==> src/rtl/sram_controller_if.sv <==
// Bus bundle between the MEM stage, the SRAM controller and the external SRAM.
// The controller connects through the slave modport.
// The pipeline/SRAM side connects through the master modport.
interface sram_controller_if;
  logic        wr_en;
  logic        rd_en;
  logic [31:0] address;
  logic [31:0] write_data;
  logic [31:0] read_data;
  logic        ready;
  logic [17:0] sram_addr;
  logic        sram_we_n;
  logic [15:0] sram_dq_out;
  logic        sram_dq_oe;
  logic [15:0] sram_dq_in;

  modport slave (
    input  wr_en, rd_en, address, write_data, sram_dq_in,
    output read_data, ready, sram_addr, sram_we_n, sram_dq_out, sram_dq_oe
  );

  modport master (
    output wr_en, rd_en, address, write_data, sram_dq_in,
    input  read_data, ready, sram_addr, sram_we_n, sram_dq_out, sram_dq_oe
  );
endinterface

==> src/rtl/sram_controller.sv <==
// Word-wide load/store front end for a 16-bit asynchronous SRAM.
// Each 32-bit access is split into two halfword cycles: low half first, then high half.
// After the two halfword cycles come three settle cycles and a one-cycle DONE handshake.
// The pipeline is frozen (ready=0) for the whole sequence.
module sram_controller (
  input  logic          clk,
  input  logic          rst,
  sram_controller_if.slave bus
);

  typedef enum logic [1:0] {IDLE, ACCESS, DONE} state_t;

  state_t      state;
  state_t      state_next;
  logic [2:0]  cnt;
  logic        op_write;
  logic [16:0] word;
  logic [31:0] wdata;
  logic [31:0] rdata;
  logic [17:0] haddr;
  logic        we_n;
  logic        oe;
  logic [15:0] dq_out;
  logic        req;
  logic        ready;
  logic [16:0] word_in;

  // Data window starts at byte 1024; modulo subtraction lets low addresses wrap.
  assign req     = bus.wr_en | bus.rd_en;
  assign word_in = 17'((bus.address - 32'd1024) >> 2);

  assign bus.read_data   = rdata;
  assign bus.ready       = ready;
  assign bus.sram_addr   = haddr;
  assign bus.sram_we_n   = we_n;
  assign bus.sram_dq_out = dq_out;
  assign bus.sram_dq_oe  = oe;

  // State register.
  always_ff @(posedge clk) begin
    if (rst) state <= IDLE;
    else     state <= state_next;
  end

  // Next-state and pipeline-freeze decode.
  always_comb begin
    state_next = state;
    ready      = 1'b0;
    case (state)
      IDLE: begin
        ready = ~req;
        if (req) state_next = ACCESS;
      end
      ACCESS: begin
        if (cnt == 3'd4) state_next = DONE;
      end
      DONE: begin
        ready      = 1'b1;
        state_next = IDLE;
      end
      default: state_next = IDLE;
    endcase
  end

  // Request latch, halfword sequencing and registered SRAM pins.
  always_ff @(posedge clk) begin
    if (rst) begin
      cnt      <= 3'd0;
      op_write <= 1'b0;
      word     <= 17'd0;
      wdata    <= 32'd0;
      rdata    <= 32'd0;
      haddr    <= 18'd0;
      we_n     <= 1'b1;
      oe       <= 1'b0;
      dq_out   <= 16'd0;
    end else begin
      case (state)
        IDLE: begin
          if (req) begin
            // Store wins when both requests arrive together.
            cnt      <= 3'd0;
            op_write <= bus.wr_en;
            word     <= word_in;
            wdata    <= bus.write_data;
            haddr    <= {word_in, 1'b0};
            if (bus.wr_en) begin
              we_n   <= 1'b0;
              oe     <= 1'b1;
              dq_out <= bus.write_data[15:0];
            end
          end
        end
        ACCESS: begin
          cnt <= cnt + 3'd1;
          if (cnt == 3'd0) begin
            haddr <= {word, 1'b1};
            if (op_write) dq_out           <= wdata[31:16];
            else          rdata[15:0]      <= bus.sram_dq_in;
          end
          if (cnt == 3'd1) begin
            we_n <= 1'b1;
            oe   <= 1'b0;
            if (!op_write) rdata[31:16] <= bus.sram_dq_in;
          end
        end
        DONE: begin
          cnt <= 3'd0;
        end
        default: begin
          cnt <= 3'd0;
        end
      endcase
    end
  end

endmodule
==> src/flat_wrapper.sv <==
// flat-port wrapper written by rule: the top's interface ports become plain ports
module sram_controller_flat 
  (clk, rst, bus_wr_en, bus_rd_en, bus_address, bus_write_data, bus_sram_dq_in, bus_read_data, bus_ready, bus_sram_addr, bus_sram_we_n, bus_sram_dq_out, bus_sram_dq_oe);
  sram_controller_if bus_i ();
  input  logic clk;
  input  logic rst;
  input wire logic [$bits(bus_i.wr_en)-1:0] bus_wr_en;
  input wire logic [$bits(bus_i.rd_en)-1:0] bus_rd_en;
  input wire logic [$bits(bus_i.address)-1:0] bus_address;
  input wire logic [$bits(bus_i.write_data)-1:0] bus_write_data;
  input wire logic [$bits(bus_i.sram_dq_in)-1:0] bus_sram_dq_in;
  output wire logic [$bits(bus_i.read_data)-1:0] bus_read_data;
  output wire logic [$bits(bus_i.ready)-1:0] bus_ready;
  output wire logic [$bits(bus_i.sram_addr)-1:0] bus_sram_addr;
  output wire logic [$bits(bus_i.sram_we_n)-1:0] bus_sram_we_n;
  output wire logic [$bits(bus_i.sram_dq_out)-1:0] bus_sram_dq_out;
  output wire logic [$bits(bus_i.sram_dq_oe)-1:0] bus_sram_dq_oe;
  assign bus_i.wr_en = bus_wr_en;
  assign bus_i.rd_en = bus_rd_en;
  assign bus_i.address = bus_address;
  assign bus_i.write_data = bus_write_data;
  assign bus_i.sram_dq_in = bus_sram_dq_in;
  assign bus_read_data = bus_i.read_data;
  assign bus_ready = bus_i.ready;
  assign bus_sram_addr = bus_i.sram_addr;
  assign bus_sram_we_n = bus_i.sram_we_n;
  assign bus_sram_dq_out = bus_i.sram_dq_out;
  assign bus_sram_dq_oe = bus_i.sram_dq_oe;
  sram_controller u_core (.clk(clk), .rst(rst), .bus(bus_i));
endmodule
==> config.mk <==
export PLATFORM = sky130hd
export DESIGN_NAME = sram_controller_flat
export DESIGN_NICKNAME = d
export VERILOG_FILES = /design/src/rtl/sram_controller_if.sv /design/src/rtl/sram_controller.sv /design/src/flat_wrapper.sv
export SDC_FILE = /design/constraint.sdc
export NUM_CORES = 1
export LEC_CHECK = 0
export CORE_ASPECT_RATIO = 1.2
export CORE_MARGIN = 10
export CORE_UTILIZATION = 45
export DETAILED_ROUTE_END_ITERATION = 12
export PLACE_DENSITY = 0.85
export SYNTH_ARGS = -nofsm -noshare
export SYNTH_HDL_FRONTEND = slang
export SYNTH_SLANG_ARGS = --single-unit
==> constraint.sdc <==
create_clock -name clk -period 2.2 [get_ports clk]
set_input_delay 0.66 -clock clk [delete_from_list [all_inputs] [get_ports clk]]
set_output_delay 0.66 -clock clk [all_outputs]
set_load 0.005 [all_outputs]
# Word level (Yosys, flattened, before mapping)
# Index checks and enable logic that the tools add are counted.
dict set report totals {
  out_inout_bits 69
  ff_bits 123
}
dict set report op_classes {
  bitwise_logic 3
  addsub 2
  n_eq_ne 10
  muxes 22
  reduce_logical 10
}
# op n
set op_table {}
lappend op_table {{16-bit 2-to-1 mux} 4}
lappend op_table {{18-bit 2-to-1 mux} 2}
lappend op_table {{18-bit case mux with 2 select lines} 1}
lappend op_table {{16-bit case mux with 2 select lines} 1}
lappend op_table {{19-bit by 11-bit subtractor with 19-bit output (second input constant)} 1}
lappend op_table {{2-bit by 1-bit != test with 1-bit output (second input constant)} 5}
lappend op_table {{3-bit AND reduction} 3}
lappend op_table {{1-bit 2-to-1 mux} 6}
lappend op_table {{1-bit case mux with 2 select lines} 3}
lappend op_table {{3-bit case mux with 2 select lines} 1}
lappend op_table {{5-bit AND reduction} 1}
lappend op_table {{2-bit 2-to-1 mux} 2}
lappend op_table {{2-bit case mux with 2 select lines} 1}
lappend op_table {{2-bit AND reduction} 2}
lappend op_table {{4-bit AND reduction} 1}
lappend op_table {{3-bit by 1-bit adder with 3-bit output (second input constant)} 1}
lappend op_table {{3-bit by 1-bit == test with 1-bit output (second input constant)} 1}
lappend op_table {{3-bit == test (second input constant)} 1}
lappend op_table {{3-bit logical NOT} 1}
lappend op_table {{3-bit 2-to-1 mux} 1}
lappend op_table {{2-bit by 1-bit == test with 1-bit output (second input constant)} 1}
lappend op_table {{2-bit == test (second input constant)} 1}
lappend op_table {{2-bit logical NOT} 1}
lappend op_table {{2-bit != test (second input constant)} 1}
lappend op_table {{3 further kinds} 4}

# Depth between registers and ports, before layout
dict set report logic_depth {
  depth_word 3
  mapped_depth 8
}

# Least setup slack after synthesis
# OpenSTA, ideal clock, no wires.
dict set report synth_timing {
  kind {in2reg}
  start {input port bus_address[10]}
  end {register u_core.haddr[17], in the netlist u_core.bus.sram_addr[17]}
  n_path_buf 0
  path_stages 6
  setup_slack_ns 0.480
  arrival_ns 1.619
  path_cell_list {inv_1 > ha_1 > nor3b_2 > a211o_1 > o21ai_0 > o41ai_1}
}
dict set report synth_via {
  elab_chain_cells 3
}
# element line_no
set synth_lines {}
lappend synth_lines {{start, declared} flat_wrapper.sv:9} ;# input wire logic [$bits(bus_i.address)-1:0] bus_address;
lappend synth_lines {{19-bit by 11-bit subtractor with 19-bit output} sram_controller.sv:30} ;# assign word_in = 17'((bus.address - 32'd1024) >> 2);
lappend synth_lines {{18-bit 2-to-1 mux} sram_controller.sv:80} ;# if (req) begin
lappend synth_lines {{18-bit case mux with 2 select lines} sram_controller.sv:78} ;# case (state)
lappend synth_lines {{end signal, assigned} sram_controller.sv:86} ;# haddr <= {word_in, 1'b0};
lappend synth_lines {{end signal, assigned} sram_controller.sv:97} ;# haddr <= {word, 1'b1};
lappend synth_lines {{end, declared} sram_controller.sv:20} ;# logic [17:0] haddr;
# Every way passes these cells. The select of a mux whose other input is x is not followed.
# A chain may end at the register's enable or synchronous reset.

# Worst setup path after layout
dict set report layout_timing {
  start {input port bus_rd_en}
  end {output port bus_ready}
}
dict set report layout_via {
  elab_chain_cells 3
}
# element line_no
set layout_lines {}
lappend layout_lines {{start, declared} flat_wrapper.sv:8} ;# input wire logic [$bits(bus_i.rd_en)-1:0] bus_rd_en;
lappend layout_lines {{1-bit bitwise OR} sram_controller.sv:29} ;# assign req = bus.wr_en | bus.rd_en;
lappend layout_lines {{1-bit NOT} sram_controller.sv:51} ;# ready = ~req;
lappend layout_lines {{1-bit case mux with 2 select lines} sram_controller.sv:49} ;# case (state)
lappend layout_lines {{end, declared} flat_wrapper.sv:13} ;# output wire logic [$bits(bus_i.ready)-1:0] bus_ready;
# Every way passes these cells.

==> flow_summary.ini <==
[status]
status = completed

[worst_setup_path]
worstReg2RegEnd = u_core.bus.read_data[3]
path_buf_inv = 2
crit_fanout = 2
r2r_slack_ns = 0.36
worst-endpoint-required_ns = 1.54
slowest_stage = clkdlybuf4s50_1
cp.arrival_ns = 1.46
criticalPathCategory = in2out
rr_startpoint = u_core.cnt[0]
critical_path.top_delay_family = buffers and inverters
endpoint_kind = output port
start_kind = primary input
r2r_cells = 6
path_cells = clkdlybuf4s50_1 > nor2_2 > nor2_1 > nor2_1 > buf_2
crit_path_max_incr_delay_ns = 0.43
crit_path_frequent_cell = nor2_1

[drt]
post-route-drc-count = 0
drt-total-wl_um = 12900
ant_nets = 0
first_iter_violations = 176
vias_per_cell = 5.29
via_count = 4169
wire_per_inst_um = 16.3
dr.pass1.iters = 4

[power]
p_int_mw = 3.62
switching_power_mw = 1.27
p_sw_share_pct = 25.9
comb_power_share_pct = 19.1
leakage_nw = 2.41
sequentialPowerShare_pct = 44.4
pwr-share-clk_pct = 36.4
ir_drop_v = 0.000588
fin_total_pwr_mw = 4.89
p_per_area_nw_per_um2 = 764

[synthesis]
synth_fp_nets = 611
synthMuxAreaShare_pct = 4.03
netlist_area_sq_um = 4470
ys_ff_latch = 107
yosysUniqueCellTypes = 41
synthCells = 523
yosysSeqAreaShare_pct = 47.9
avgSynthCellArea_sq_um = 8.55
synth-xor-area-share_pct = 1.37
yosysWarningCount = 0
synth-compound-area-share_pct = 17.7
synth_fa_ha_area_share_pct = 1.12
synth_ff_type = dfxtp_1
synthSimpleGateAreaFrac_pct = 22.8
async_flop_share_pct = 0
synth_top_family_by_area = simple AND/OR/NAND/NOR gates
synth_edf_count = 0

[place]
io_buffers = 137
dp.cells = 772
gp_congestion = 0.825
dp_slack_ns = -0.332
hpwl_um = 9360

[timing]
fmax_mhz = 471
rsz0062_at_grt = no
hold_viol = 0
max-slew-margin-rel_pct = 58.8
worst_slew_pin_slew_ns = 0.618
finalSetupViolCount = 0
finalClockSkew_ns = 0.0137
drv_slew = 0
final.min_clock_period_ns = 2.12
finalCritPeriodShare_pct = 96.4
setup_ws_ns = 0.0791

[die]
core_area_sq_um = 9610
io_pins = 153
die_y_um = 129
start_util_pct = 46.5
num_rows = 39
chipWidth_um = 111
die_area_sq_um = 14300

[min_path]
hold_end = u_core.bus.read_data[0]
hp-class = reg2reg
holdCritStartpoint = u_core.bus.read_data[0]
holdPathStages = 2

[grt]
grt_pass1_vias = 4175
grt_antenna_before_repair = 0
grt_max_degree = 51
grt_pass1_wl_um = 20700
grt_overflow = 0
grt_usage_pct = 17.3

[run]
maxCapViolCount = 0

[cts]
cts-root-buf = clkbuf_16
clkSinkCount = 107
path_clk_slew_ns = 0.07
clockBufferDepth = 2
cts_made_buffers = 9
cts_htree_levels = 3
tritoncts = built
postCtsSetupBuffers = 0
clk_latency_ns = 0.35

[layout]
n_fill_cell = 767
layout-drive-gt1-share_pct = 11.0
fin_nets = 748
final_cells = 788
synthToLayoutAreaGrowth_pct = 43.3
antenna_cells = 0
-- cell families (layout without fill, tap and decap cells) --
kind of cell,count (synthesis),count (layout)
and+or+nand+nor,240,240
muxes,18,18
DFF,107,107
buffers and inverters,44,186
adders and majority gates,4,4
AOI/OAI and AO/OA,103,103
xor gates and xnor gates,7,7
-- synth_stat cells (8+ instances only) --
cell type    n  share of area, %
nor2_1      62               5.2
nor3_1       8              0.90
a311oi_2    14               4.7
buf_4        8               1.3
mux2i_1     18               4.0
a211oi_1     8               1.3
dfxtp_1    107                48
nand2_1    149                13
clkbuf_1    17               1.4
a311oi_1    10               2.0
buf_2       10               1.1
a21oi_1     48               5.4
-- flip-flops by register name, summed over array words and instances (netlist names) --
signal,cells
u_core.bus.read_data,32
u_core.bus.sram_dq_oe,1
u_core.op_write,1
u_core.word,17
u_core.bus.sram_dq_out,16
u_core.wdata,16
u_core.state,2
u_core.bus.sram_we_n,1
u_core.bus.sram_addr,18
u_core.cnt,3
-- power by group through the flow --
stage               Clock (mW)  Sequential [mW]  Combinational, mW
floorplan                    0             2.21              0.446
global placement             0             2.21              0.918
detailed placement           0             2.22              0.942
CTS                       1.81             2.17              0.946
global route              1.86             2.19               1.03
finish                    1.78             2.17              0.934
-- area by class of cell --
cell class,count,area (sq um),area share [%]
flip-flops and latches,107,2140,33.5
multi-input cells,372,2120,33.1
repair buffers,165,1640,25.6
clock buffers,10,239,3.73
well taps,123,154,2.40
clock inverters,6,93.8,1.47
inverters,5,18.8,0.293
-- cell usage in the layout, fill, tap and decap left out, types with 4 or more instances in the layout --
cell type / synthesis / routed
nand2_1: 149 / 149
clkdlybuf4s50_1: 0 / 135
dfxtp_1: 107 / 107
nor2_1: 62 / 61
a21oi_1: 48 / 48
buf_4: 8 / 24
mux2i_1: 18 / 18
a311oi_2: 14 / 14
a311oi_1: 10 / 10
clkbuf_16: 0 / 9
nor3_1: 8 / 8
a211oi_1: 8 / 8
inv_1: 5 / 5
xor2_1: 5 / 5
nand3b_1: 5 / 5
buf_12: 0 / 5
a211o_1: 4 / 4
nand2b_1: 4 / 4
o21ai_0: 5 / 4
ha_1: 4 / 4
-- metal layers --
layer,share of wire [%],wire [um],global-route usage (%)
met4,3.5,447,9.74
met2,50,6470,31.1
met5,0,0,0
met3,5.9,764,3.19
met1,40,5190,18.9
-- worst max path at each step --
stage	cells past startpoint	startpoint	slack [ns]	end
after floorplan	6	bus_address[10]	0.48	u_core.bus.sram_addr[17]
after global placement	5	bus_wr_en	-0.33	bus_ready
after detailed placement	5	bus_wr_en	-0.33	bus_ready
after CTS	5	bus_rd_en	0.07	bus_ready
after global routing	5	bus_rd_en	0.002	bus_ready
final	5	bus_rd_en	0.08	bus_ready
-- worst register-to-register path: cells and delay by family, from the launching register on --
family	cells	cell delay, ns
DFF	1	0.35
adders and majority gates	1	0.27
buffers and inverters	1	0.07
and+or+nand+nor	3	0.95
AOI/OAI and AO/OA	1	0.09
-- per-stage QoR --
step                hold WS (ns)  util (%)  cell area [sq um]  TNS, ns
global placement           0.441      63.2               6070    -1.25
finish                     0.453      66.6               6400        0
CTS                        0.456      66.6               6400        0
floorplan                  0.437         -               4470        0
global route               0.469      66.6               6400        0
detailed placement         0.445      63.2               6070    -2.15
-- repair_timing --
action	4_1_cts	5_1_grt
endpoints found under the setup margin	1	1
gates cloned	0	0
pin swaps	1	0
gates resized for setup	4	1
endpoints found under the hold margin	0	0
hold buffers	0	0
Power figures use the tool's default switching activity.
